==> src/rtl/volume_display.sv <==
// Binary-to-BCD volume display driver: double-dabble conversion, 4x 7-segment.
// Optional LEADING_ZERO_BLANK_EN blanks zero digits above the highest nonzero one.
module volume_display #(
    parameter int BIT_COUNT   = 14,
    parameter int DIGIT_COUNT = 4
) (
    input  logic                 clock,
    input  logic                 reset,
    input  logic [BIT_COUNT-1:0] value,
    input  logic                 value_valid,
    output logic                 busy,
    output logic                 overflow,
    output logic [6:0]           hex0,
    output logic [6:0]           hex1,
    output logic [6:0]           hex2,
    output logic [6:0]           hex3
);

    localparam int BW   = 4 * DIGIT_COUNT;
    localparam int CW   = $clog2(BIT_COUNT + 1);
    localparam int NSEG = (DIGIT_COUNT > 4) ? DIGIT_COUNT : 4;

    localparam logic [1:0] IDLE    = 2'd0;
    localparam logic [1:0] CONVERT = 2'd1;
    localparam logic [1:0] UPDATE  = 2'd2;

    localparam logic [6:0] SEG_0 = 7'h40;
    localparam logic [6:0] BLANK = 7'h7F;
    localparam logic [6:0] DASH  = 7'h3F;
`ifdef LEADING_ZERO_BLANK_EN
    localparam logic [6:0] LZ_SEG = BLANK;
    localparam bit LZ_BLANK = 1'b1;
`else
    localparam logic [6:0] LZ_SEG = SEG_0;
    localparam bit LZ_BLANK = 1'b0;
`endif

    function automatic logic [63:0] pow10(input int n);
        logic [63:0] r;
        r = 64'd1;
        for (int i = 0; i < n; i++) r = r * 64'd10;
        return r;
    endfunction

    localparam logic [63:0] MAX_VAL = pow10(DIGIT_COUNT) - 64'd1;

    function automatic logic [6:0] seg7(input logic [3:0] d);
        logic [6:0] s;
        unique case (d)
            4'd0:    s = 7'h40;
            4'd1:    s = 7'h79;
            4'd2:    s = 7'h24;
            4'd3:    s = 7'h30;
            4'd4:    s = 7'h19;
            4'd5:    s = 7'h12;
            4'd6:    s = 7'h02;
            4'd7:    s = 7'h78;
            4'd8:    s = 7'h00;
            4'd9:    s = 7'h10;
            default: s = BLANK;
        endcase
        return s;
    endfunction

    logic [1:0]           state_q, state_d;
    logic [BIT_COUNT-1:0] bin_q, bin_d;
    logic [BW-1:0]        bcd_q, bcd_d;
    logic [CW-1:0]        cnt_q, cnt_d;
    logic                 busy_q, busy_d;
    logic                 cap_ovf_q, cap_ovf_d;
    logic                 ovf_q, ovf_d;
    logic [6:0]           hex_q [4];
    logic [6:0]           hex_d [4];
    logic [BW-1:0]        bcd_adj;
    logic [6:0]           digseg [NSEG];
    logic                 seen;

    // Double-dabble correction: add 3 to every nibble of 5 or more
    always_comb begin
        bcd_adj = bcd_q;
        for (int i = 0; i < DIGIT_COUNT; i++) begin
            if (bcd_q[4*i +: 4] >= 4'd5)
                bcd_adj[4*i +: 4] = bcd_q[4*i +: 4] + 4'd3;
        end
    end

    // Segment codes for the finished BCD result, with optional leading blanking
    always_comb begin
        seen = 1'b0;
        for (int k = 0; k < NSEG; k++) digseg[k] = BLANK;
        for (int i = DIGIT_COUNT - 1; i >= 0; i--) begin
            if (bcd_q[4*i +: 4] != 4'd0) seen = 1'b1;
            if (LZ_BLANK && !seen && i != 0)
                digseg[i] = BLANK;
            else
                digseg[i] = seg7(bcd_q[4*i +: 4]);
        end
    end

    // FSM and datapath next-state
    always_comb begin
        state_d   = state_q;
        bin_d     = bin_q;
        bcd_d     = bcd_q;
        cnt_d     = cnt_q;
        busy_d    = busy_q;
        cap_ovf_d = cap_ovf_q;
        ovf_d     = ovf_q;
        for (int k = 0; k < 4; k++) hex_d[k] = hex_q[k];
        unique case (state_q)
            IDLE: begin
                if (value_valid) begin
                    bin_d     = value;
                    bcd_d     = '0;
                    cnt_d     = CW'(BIT_COUNT);
                    busy_d    = 1'b1;
                    cap_ovf_d = 64'(value) > MAX_VAL;
                    state_d   = CONVERT;
                end
            end
            CONVERT: begin
                bcd_d = {bcd_adj[BW-2:0], bin_q[BIT_COUNT-1]};
                bin_d = bin_q << 1;
                cnt_d = cnt_q - CW'(1);
                if (cnt_q == CW'(1)) state_d = UPDATE;
            end
            UPDATE: begin
                for (int k = 0; k < 4; k++)
                    hex_d[k] = cap_ovf_q ? DASH : digseg[k];
                ovf_d   = cap_ovf_q;
                busy_d  = 1'b0;
                state_d = IDLE;
            end
            default: begin
                busy_d  = 1'b0;
                state_d = IDLE;
            end
        endcase
    end

    // State registers; reset shows the value 0
    always_ff @(posedge clock or negedge reset) begin
        if (!reset) begin
            state_q   <= IDLE;
            bin_q     <= '0;
            bcd_q     <= '0;
            cnt_q     <= '0;
            busy_q    <= 1'b0;
            cap_ovf_q <= 1'b0;
            ovf_q     <= 1'b0;
            for (int k = 0; k < 4; k++)
                hex_q[k] <= (k == 0) ? SEG_0 :
                            (k < DIGIT_COUNT) ? LZ_SEG : BLANK;
        end else begin
            state_q   <= state_d;
            bin_q     <= bin_d;
            bcd_q     <= bcd_d;
            cnt_q     <= cnt_d;
            busy_q    <= busy_d;
            cap_ovf_q <= cap_ovf_d;
            ovf_q     <= ovf_d;
            for (int k = 0; k < 4; k++) hex_q[k] <= hex_d[k];
        end
    end

    assign busy     = busy_q;
    assign overflow = ovf_q;
    assign hex0     = hex_q[0];
    assign hex1     = hex_q[1];
    assign hex2     = hex_q[2];
    assign hex3     = hex_q[3];

endmodule

==> config.mk <==
export PLATFORM = sky130hd
export DESIGN_NAME = volume_display
export DESIGN_NICKNAME = d
export VERILOG_FILES = /design/src/rtl/volume_display.sv
export SDC_FILE = /design/constraint.sdc
export NUM_CORES = 1
export LEC_CHECK = 0
export BUFFER_PORTS_ARGS = -buffer_cell sky130_fd_sc_hd__buf_4
export CAP_MARGIN = 20
export CORE_ASPECT_RATIO = 1.5
export CORE_MARGIN = 5
export CORE_UTILIZATION = 25
export DETAILED_ROUTE_END_ITERATION = 8
export GPL_ROUTABILITY_DRIVEN = 0
export PLACE_DENSITY = 0.49
export SLEW_MARGIN = 20
export SYNTH_ARGS = -nofsm -noshare
export SYNTH_HDL_FRONTEND = slang
export SYNTH_SLANG_ARGS = --single-unit
==> constraint.sdc <==
create_clock -name clock -period 1.8 [get_ports clock]
set_input_delay 0.09 -clock clock [delete_from_list [all_inputs] [get_ports clock]]
set_output_delay 0.09 -clock clock [all_outputs]
set_load 0.1 [all_outputs]
==> flow_summary.toml, run 1 <==
[timing]
hold_viol = 0
finClkSkew_ns = 0.00890
fmax_mhz = 601
grt_setup_unrepaired = "no"
fin_crit_ns = 1.66
tightest_slew_ns = 0.483
setup_viol = 0
fin_setup_tns_ns = 0
finalCritPeriodShare_pct = 92.4
slew_headroom_pct = 67.4
maxSlewViolCount = 0

[cts]
cts.reportedPaths.clkPinSlew_ns = 0.06
clockRootBuffer = "clkbuf_16"
cts_setup_buffers = 0
cts_hold_buffers = 2
cts-buffers-inserted = 9
cts_tree = "built"
clockBufferDepth = 2
cts_sinks = 67
cts-resized-gates = 0
htree_levels = 3
clk-insertion-delay-late_ns = 0.34

[logic_synthesis]
synth_top_family_by_area = "compound AO/OA/AOI/OAI gates"
synth.most_common_cell = "dfrtp_1"
postSynthCellCount = 385
yosys_warnings = 0
synth_area_leaders = "dfrtp_1 42%, ha_1 7.4%, o21ai_0 6.2%"
post_synth_mux_area_share_pct = 2.43
synth_compound_area_share_pct = 23.4
synthAdderAreaFrac_pct = 7.41
ys_types = 39
yosys.area_share.simple_pct = 13.5
yosysSeqAreaShare_pct = 45.3
ys.flop_type = "dfrtp_1"
synth_top_area_share_pct = 42.5
async_reset_ff_share_pct = 100
synthTopCellsByCount = "63 x dfrtp_1, 46 x o21ai_0, 33 x a21oi_1"
ys_ff_latch = 67
synth-xor-area-share_pct = 1.89
syn-num-nets = 424
synth_edf_count = 0
avgSynthCellArea_um2 = 9.65
netlist_area_um2 = 3710
synth_top_cell_by_area = "dfrtp_1"

[detailed_routing]
routed-via-count = 2981
drt_iter0_drc = 115
finalWirelength_um = 9170
dr.pass1.iters = 4
ant_nets = 0
wl_per_cell_um = 14.3
drc = 0
avgViaCountPerCell = 4.67

[finish]
drive_gt1_share_pct = 21.0
n_antenna_cell = 0
final_area_um2 = 4620
area_growth_pct = 24.4
nets = 477

[min_path]
min_path_cells = 3
min_from = "value[1]"
hold_end = "bin_q[1]"
hold_class = "input port to flop"

[critical_path]
r2r_slack_ns = 0.14
cp.arrival_ns = 1.94
end_kind = "flop"
critical_path.cell_chain = "inv_1 -> ha_1 -> nand2b_1 -> a21oi_2 -> mux2i_1 -> a22o_1"
crit_required_ns = 2.07
startpoint_type = "flop"
worstSetupPathType = "flop to flop"
critical_path.max_fanout = 7
cp_slowest_cell = "dfrtp_1"
rr_endpoint = "bcd_q[2]"
r2r_start = "bcd_q[1]"
cp_slowest_stage_delay_ns = 0.45
r2r_cells = 6

[floorplanning]
rows = 54
die_x_um = 110
core_area_um2 = 14600
chipHeight_um = 159
start_util_pct = 25.4
io_pins = 47
dieArea_um2 = 17400

[grt]
grt-ovfl-total = 0
antenna_found_initial = 0
grt_first_pass_wirelength_um = 15500
grt_max_degree = 37
grt_pass1_vias = 3109
grt_usage_pct = 11.2

[status]
outcome = "finished clean"

[place]
portBuffers = 46
dp_hpwl_um = 6550
placed_area_um2 = 4320

[flow_run]
drv_cap = 0
flip-flops by register name, indices dropped and copies added, names as in the netlist:
name,count
cap_ovf_q,1
bcd_q,16
hex1,7
cnt_q,4
overflow,1
hex0,7
state_q,2
hex2,7
bin_q,14
busy,1
hex3,7
cell usage in the layout (no fill, tap or decap), drive strengths merged:
cell,netlist,routed
a211oi,4,4
buf,20,65
and3b,1,1
inv,19,19
a31oi,9,9
nor4,2,2
nor3b,8,8
o311ai,2,2
mux2i,9,9
xnor2,7,7
o21bai,3,3
and2,1,1
a21oi,37,37
nor3,1,1
a22o,8,8
clkinvlp,0,2
nand2,26,26
o221ai,2,2
clkinv,0,2
o22a,12,12
nand2b,9,9
nand3,1,1
nor2b,10,10
o31ai,1,1
clkbuf,5,12
ha,22,22
and2b,6,6
a22oi,15,15
dfstp,4,4
xor2,1,1
nor2,31,31
o21ai,46,46
dfrtp,63,63
dlygate4sd3,0,2
through the flow:
| stage | hold WS (ns) | cells | util (%) | setup WS, ns |
|---|---|---|---|---|
| 2_1_floorplan | -0.206 | 385 | - | 0.323 |
| 3_3_place_gp | 0.0958 | 621 | 29.6 | 0.215 |
| 3_5_place_dp | 0.0968 | 621 | 29.6 | 0.177 |
| 4_1_cts | 0.0238 | 639 | 31.7 | 0.141 |
| 5_1_grt | 0.0371 | 639 | 31.7 | 0.0110 |
| 6_report | 0.0368 | 639 | 31.7 | 0.137 |
how the worst max path moves through the flow:
stage,startpoint,endpoint,slack [ns],depth (start not counted)
floorplan,bcd_q[0],bcd_q[3],0.32,6
global placement,bcd_q[12],bcd_q[15],0.22,6
detailed placement,bcd_q[1],bcd_q[2],0.18,6
CTS,bcd_q[1],bcd_q[2],0.14,6
global route,bcd_q[9],bcd_q[10],0.01,6
finish,bcd_q[1],bcd_q[2],0.14,6
cell type report:
type	instances	area [um2]
clock buffer	12	256
clock inverter	4	25.0
fill	1554	9970
inverter	19	71.3
multi-input combinational	274	1810
sequential	67	1680
tap	196	245
timing repair buffer	67	533
routing by layer:
| metal | routed length [um] | GRT usage, % | up-vias |
|---|---|---|---|
| li1 | - | - | 1475 |
| met1 | 3750 | 12.8 | 1436 |
| met2 | 4810 | 19.5 | 56 |
| met3 | 389 | 2.11 | 14 |
| met4 | 223 | 5.62 | 0 |
| met5 | 0 | 0 | - |
logic make-up (layout without fill, tap and decap cells):
| group | count (synthesis) | after routing |
|---|---|---|
| AOI/OAI and AO/OA | 139 | 139 |
| and+or+nand+nor | 96 | 96 |
| DFF | 67 | 67 |
| buffers and inverters | 44 | 102 |
| adders and majority gates | 22 | 22 |
| muxes | 9 | 9 |
| xor gates and xnor gates | 8 | 8 |
worst max-delay path, delay by kind of cell (launching register included):
kind	cells	cell delay, ns
buf+inv	1	0.12
flops	1	0.45
fa+ha+maj	1	0.22
simple gates	1	0.19
compound gates	2	0.37
mux	1	0.26
Power of run 1 is not shown: default switching activity piles up to over one toggle a cycle in this logic, so the estimate is an artifact.
==> inputs of run 2 (changes only) <==
==> constraint.sdc (replaced) <==
create_clock -name clock -period 1.8 [get_ports clock]
set_input_delay 0.18 -clock clock [delete_from_list [all_inputs] [get_ports clock]]
set_output_delay 0.18 -clock clock [all_outputs]
set_load 0.1 [all_outputs]
==> run 2 against run 1 <==
Against the previous run:
- critical path depth is the same
- die area is the same
- via count is essentially flat
- clock skew shrank 0.0034 ns
- non-clock buffer count shrank 2
- core utilization is 0.23 points lower
- flip-flop and latch count unchanged
- register-to-register slack barely moved
- maximum frequency up 0.31%
- cell area shrank 0.73%
- worst hold slack gained 0.046 ns
==> flow_summary.toml, run 2 (same netlist as run 1, synthesis figures left out) <==
[cts]
cts.reportedPaths.clkPinSlew_ns = 0.06
htree_levels = 3
cts_sinks = 67
clockRootBuffer = "clkbuf_16"
cts_hold_buffers = 1
cts-resized-gates = 0
cts_setup_buffers = 0
cts-buffers-inserted = 9
clk-insertion-delay-late_ns = 0.34
clockBufferDepth = 2
cts_tree = "built"

[floorplanning]
io_pins = 47
die_x_um = 110
rows = 54
start_util_pct = 25.4
dieArea_um2 = 17400
core_area_um2 = 14600
chipHeight_um = 159

[timing]
grt_setup_unrepaired = "no"
tightest_slew_ns = 0.482
finClkSkew_ns = 0.00554
setup_viol = 0
hold_viol = 0
fin_crit_ns = 1.66
maxSlewViolCount = 0
finalCritPeriodShare_pct = 92.1
fin_setup_tns_ns = 0
slew_headroom_pct = 67.4
fmax_mhz = 603

[detailed_routing]
finalWirelength_um = 9050
wl_per_cell_um = 14.2
drt_iter0_drc = 105
routed-via-count = 2980
drc = 0
ant_nets = 0
avgViaCountPerCell = 4.68
dr.pass1.iters = 4

[critical_path]
cpMostUsedCell = "ha_1"
end_kind = "flop"
cp_slowest_cell = "dfrtp_1"
crit_required_ns = 2.02
critical_path.cell_chain = "inv_1 -> ha_1 -> ha_1 -> o21bai_1 -> a22oi_1 -> o21ai_0"
crit_path_start = "bcd_q[0]"
cp_slowest_stage_delay_ns = 0.45
startpoint_type = "flop"
cp.arrival_ns = 1.87
r2r_start = "bcd_q[0]"
worstSetupPathType = "flop to flop"
critical_path.max_fanout = 6

[finish]
n_antenna_cell = 0
largestRegisters = "bcd_q (16), bin_q (14)"
final_cell_mix = "63 x dfrtp_1, 62 x buf_4, 46 x o21ai_0, 33 x a21oi_1, 30 x nor2_1"
final_common_cell = "dfrtp_1"
largest_register_ffs = 16
area_growth_pct = 23.5
nets = 475
largest-register = "bcd_q"
fill_cells = 1546
drive_gt1_share_pct = 20.4

[min_path]
hold_class = "input port to flop"
min_from = "value[0]"

[grt]
grt_pass1_vias = 3154
antenna_found_initial = 0
grt-ovfl-total = 0
grt_max_degree = 43
grt_usage_pct = 10.9
grt_first_pass_wirelength_um = 15100

[status]
outcome = "finished clean"

[place]
dp_hpwl_um = 6480
portBuffers = 46

[flow_run]
drv_cap = 0
## run 2: area by class of cell
type | instances | area, um2 | share of cell area [%]
inverter | 19 | 71.3 | 1.56
clock buffer | 13 | 250 | 5.46
tap | 196 | 245 | 5.35
timing repair buffer | 65 | 515 | 11.2
clock inverter | 3 | 15.0 | 0.327
sequential | 67 | 1680 | 36.7
multi-input combinational | 274 | 1810 | 39.4
## run 2: worst paths after layout
check                                end  cells past startpoint  slack (ns)
worst max-delay path            bcd_q[3]                      6        0.14
worst min-delay path            bin_q[0]                      2        0.08
worst max register to register  bcd_q[3]                      6        0.14
worst min register to register   hex3[6]                      2        0.47
max in group asynchronous        hex2[6]                      3        0.88
min in group asynchronous       bin_q[6]                      2        0.30
## run 2: worst max-delay path: cells and delay by family, from the launching register on
kind                     cells  cell delay, ns
adder cells (fa/ha/maj)      2            0.58
flip-flops                   1            0.45
AO/OA/AOI/OAI                3            0.39
buffers and inverters        1            0.12
## run 2: through the flow
step / worst slack [ns] / instances / util (%) / hold WS, ns / instance area, um2
after floorplan: 0.323 / 385 / - / -0.116 / 3710
after global placement: 0.211 / 620 / 29.5 / 0.130 / 4310
final: 0.142 / 637 / 31.4 / 0.0833 / 4590
after CTS: 0.153 / 637 / 31.4 / 0.0679 / 4590
after global routing: 0.0183 / 637 / 31.4 / 0.0744 / 4590
after detailed placement: 0.156 / 620 / 29.5 / 0.130 / 4310
## run 2: layer usage
layer | track usage, % | vias up | share of wire [%]
met1 | 12.0 | 1442 | 40
met3 | 2.84 | 15 | 5.2
met5 | 0 | - | 0
met4 | 4.42 | 0 | 1.7
li1 | - | 1463 | -
met2 | 19.5 | 60 | 53
Power of run 2 is left out for the same reason.
==> inputs of run 3 (changes only) <==
- CORE_UTILIZATION: 25 -> 50
- PLACE_DENSITY: 0.49 -> 0.78
- SKIP_CTS_REPAIR_TIMING: unset -> 1
==> run 3 against run 2 <==
Against the previous run:
- clock skew grew 0.0028 ns
- global-route usage increased by 7.1 points
- routed wire length is 16% lower
- setup slack better by 0.020 ns
- sequential share of layout area rose by 2.0 points
- cell area fell by 5.2%
- non-clock buffer count shrank 3
- cell count down 16%
- core utilization up 29 points
- register-to-register slack gained 0.02 ns
- critical endpoint is now bcd_q[15]
==> flow_summary.toml, run 3 (same netlist as run 1, synthesis figures left out) <==
[status]
outcome = "finished clean"

[critical_path]
cp_slowest_stage_delay_ns = 0.43
startpoint_type = "flop"
r2r_cells = 6
worstSetupPathType = "flop to flop"
r2r_slack_ns = 0.16
crit_buf_inv = 1
cp_slowest_cell = "dfrtp_1"
cp.arrival_ns = 1.87
critPathTopFamily = "adder cells"
critical_path.max_fanout = 5
path_depth = 6
crit_required_ns = 2.03
end_kind = "flop"
critical_path.cell_chain = "inv_1 -> ha_1 -> ha_1 -> o21bai_1 -> a22oi_1 -> o21ai_0"
cpMostUsedCell = "ha_1"

[cts]
clockBufferDepth = 2
htree_levels = 3
cts_tree = "built"
cts.reportedPaths.clkPinSlew_ns = 0.07
clockRootBuffer = "clkbuf_8"
cts_sinks = 67
cts-buffers-inserted = 9
clk-insertion-delay-late_ns = 0.35

[floorplanning]
die_x_um = 80.4
start_util_pct = 51.4
dieArea_um2 = 9290
io_pins = 47
rows = 38
chipHeight_um = 116
core_area_um2 = 7230

[timing]
finClkSkew_ns = 0.00836
slew_headroom_pct = 64.3
fmax_mhz = 611
grt_setup_unrepaired = "no"
tightest_slew_ns = 0.532
fin_crit_ns = 1.64
maxSlewViolCount = 0
fin_setup_tns_ns = 0
setup_viol = 0
hold_viol = 0
finalCritPeriodShare_pct = 91.0

[grt]
grt_pass1_vias = 2898
antenna_found_initial = 0
grt_first_pass_wirelength_um = 13100
grt-ovfl-total = 0
grt_usage_pct = 18.0
grt_max_degree = 38

[finish]
n_antenna_cell = 0
largest-register = "bcd_q"
drive_gt1_share_pct = 19.4
final_cell_mix = "63 x dfrtp_1, 59 x buf_4, 46 x o21ai_0, 33 x a21oi_1, 30 x nor2_1"
area_growth_pct = 17.1
final_common_cell = "dfrtp_1"
nets = 472
largest_register_ffs = 16
fill_cells = 664
largestRegisters = "bcd_q (16), bin_q (14)"

[detailed_routing]
finalWirelength_um = 7640
met2_length_um = 3990
dr_wl_met3_um = 262
routed-via-count = 2893
wl_per_cell_um = 14.2
dr.pass1.iters = 4
highest_layer = "met4"
drt_iter0_drc = 135
avgViaCountPerCell = 5.38
m1WireLength_um = 3270
drc = 0
ant_nets = 0

[flow_run]
drv_cap = 0

[min_path]
min_path_cells = 2
hold_class = "input port to flop"

[place]
dp_hpwl_um = 5470
portBuffers = 46
[run 3: metal layers]
metal	GRT usage [%]	up-vias
met5	0	-
met4	6.65	0
met2	32.2	53
met3	3.73	8
li1	-	1454
met1	21.1	1378
[run 3: worst paths after layout]
kind,start,endpoint
worst max register to register,bcd_q[12],bcd_q[15]
worst min register to register,hex0[6],hex0[6]
min in group asynchronous,reset,hex0[1]
worst min-delay path,value[0],bin_q[0]
max in group asynchronous,reset,hex0[6]
worst max-delay path,bcd_q[12],bcd_q[15]
[run 3: layout make-up]
cell class / instances / area, um2 / share of cell area, %
Timing Repair Buffer: 62 / 493 / 11.3
Clock buffer: 16 / 170 / 3.91
Multi-Input combinational cell: 274 / 1810 / 41.6
Inverter: 19 / 71.3 / 1.64
Sequential cell: 67 / 1680 / 38.7
Tap cell: 100 / 125 / 2.88
[run 3: per-stage QoR]
stage / util (%) / cell area [um2] / hold slack, ns / worst slack, ns / cells
after floorplan: - / 3710 / -0.116 / 0.323 / 385
after global placement: 57.7 / 4170 / 0.181 / 0.231 / 521
after detailed placement: 57.7 / 4170 / 0.181 / 0.166 / 521
after CTS: 60.0 / 4340 / -0.193 / 0.161 / 537
after global routing: 60.2 / 4350 / 0.0560 / 0.0398 / 538
final: 60.2 / 4350 / 0.0597 / 0.162 / 538
[run 3: worst register-to-register path, stage by stage, from the launching register on]
cell and delay (ns):
dfrtp_1 0.43, inv_1 0.12, ha_1 0.27, ha_1 0.31, o21bai_1 0.16, a22oi_1 0.14, o21ai_0 0.09
Power of run 3 is left out for the same reason.
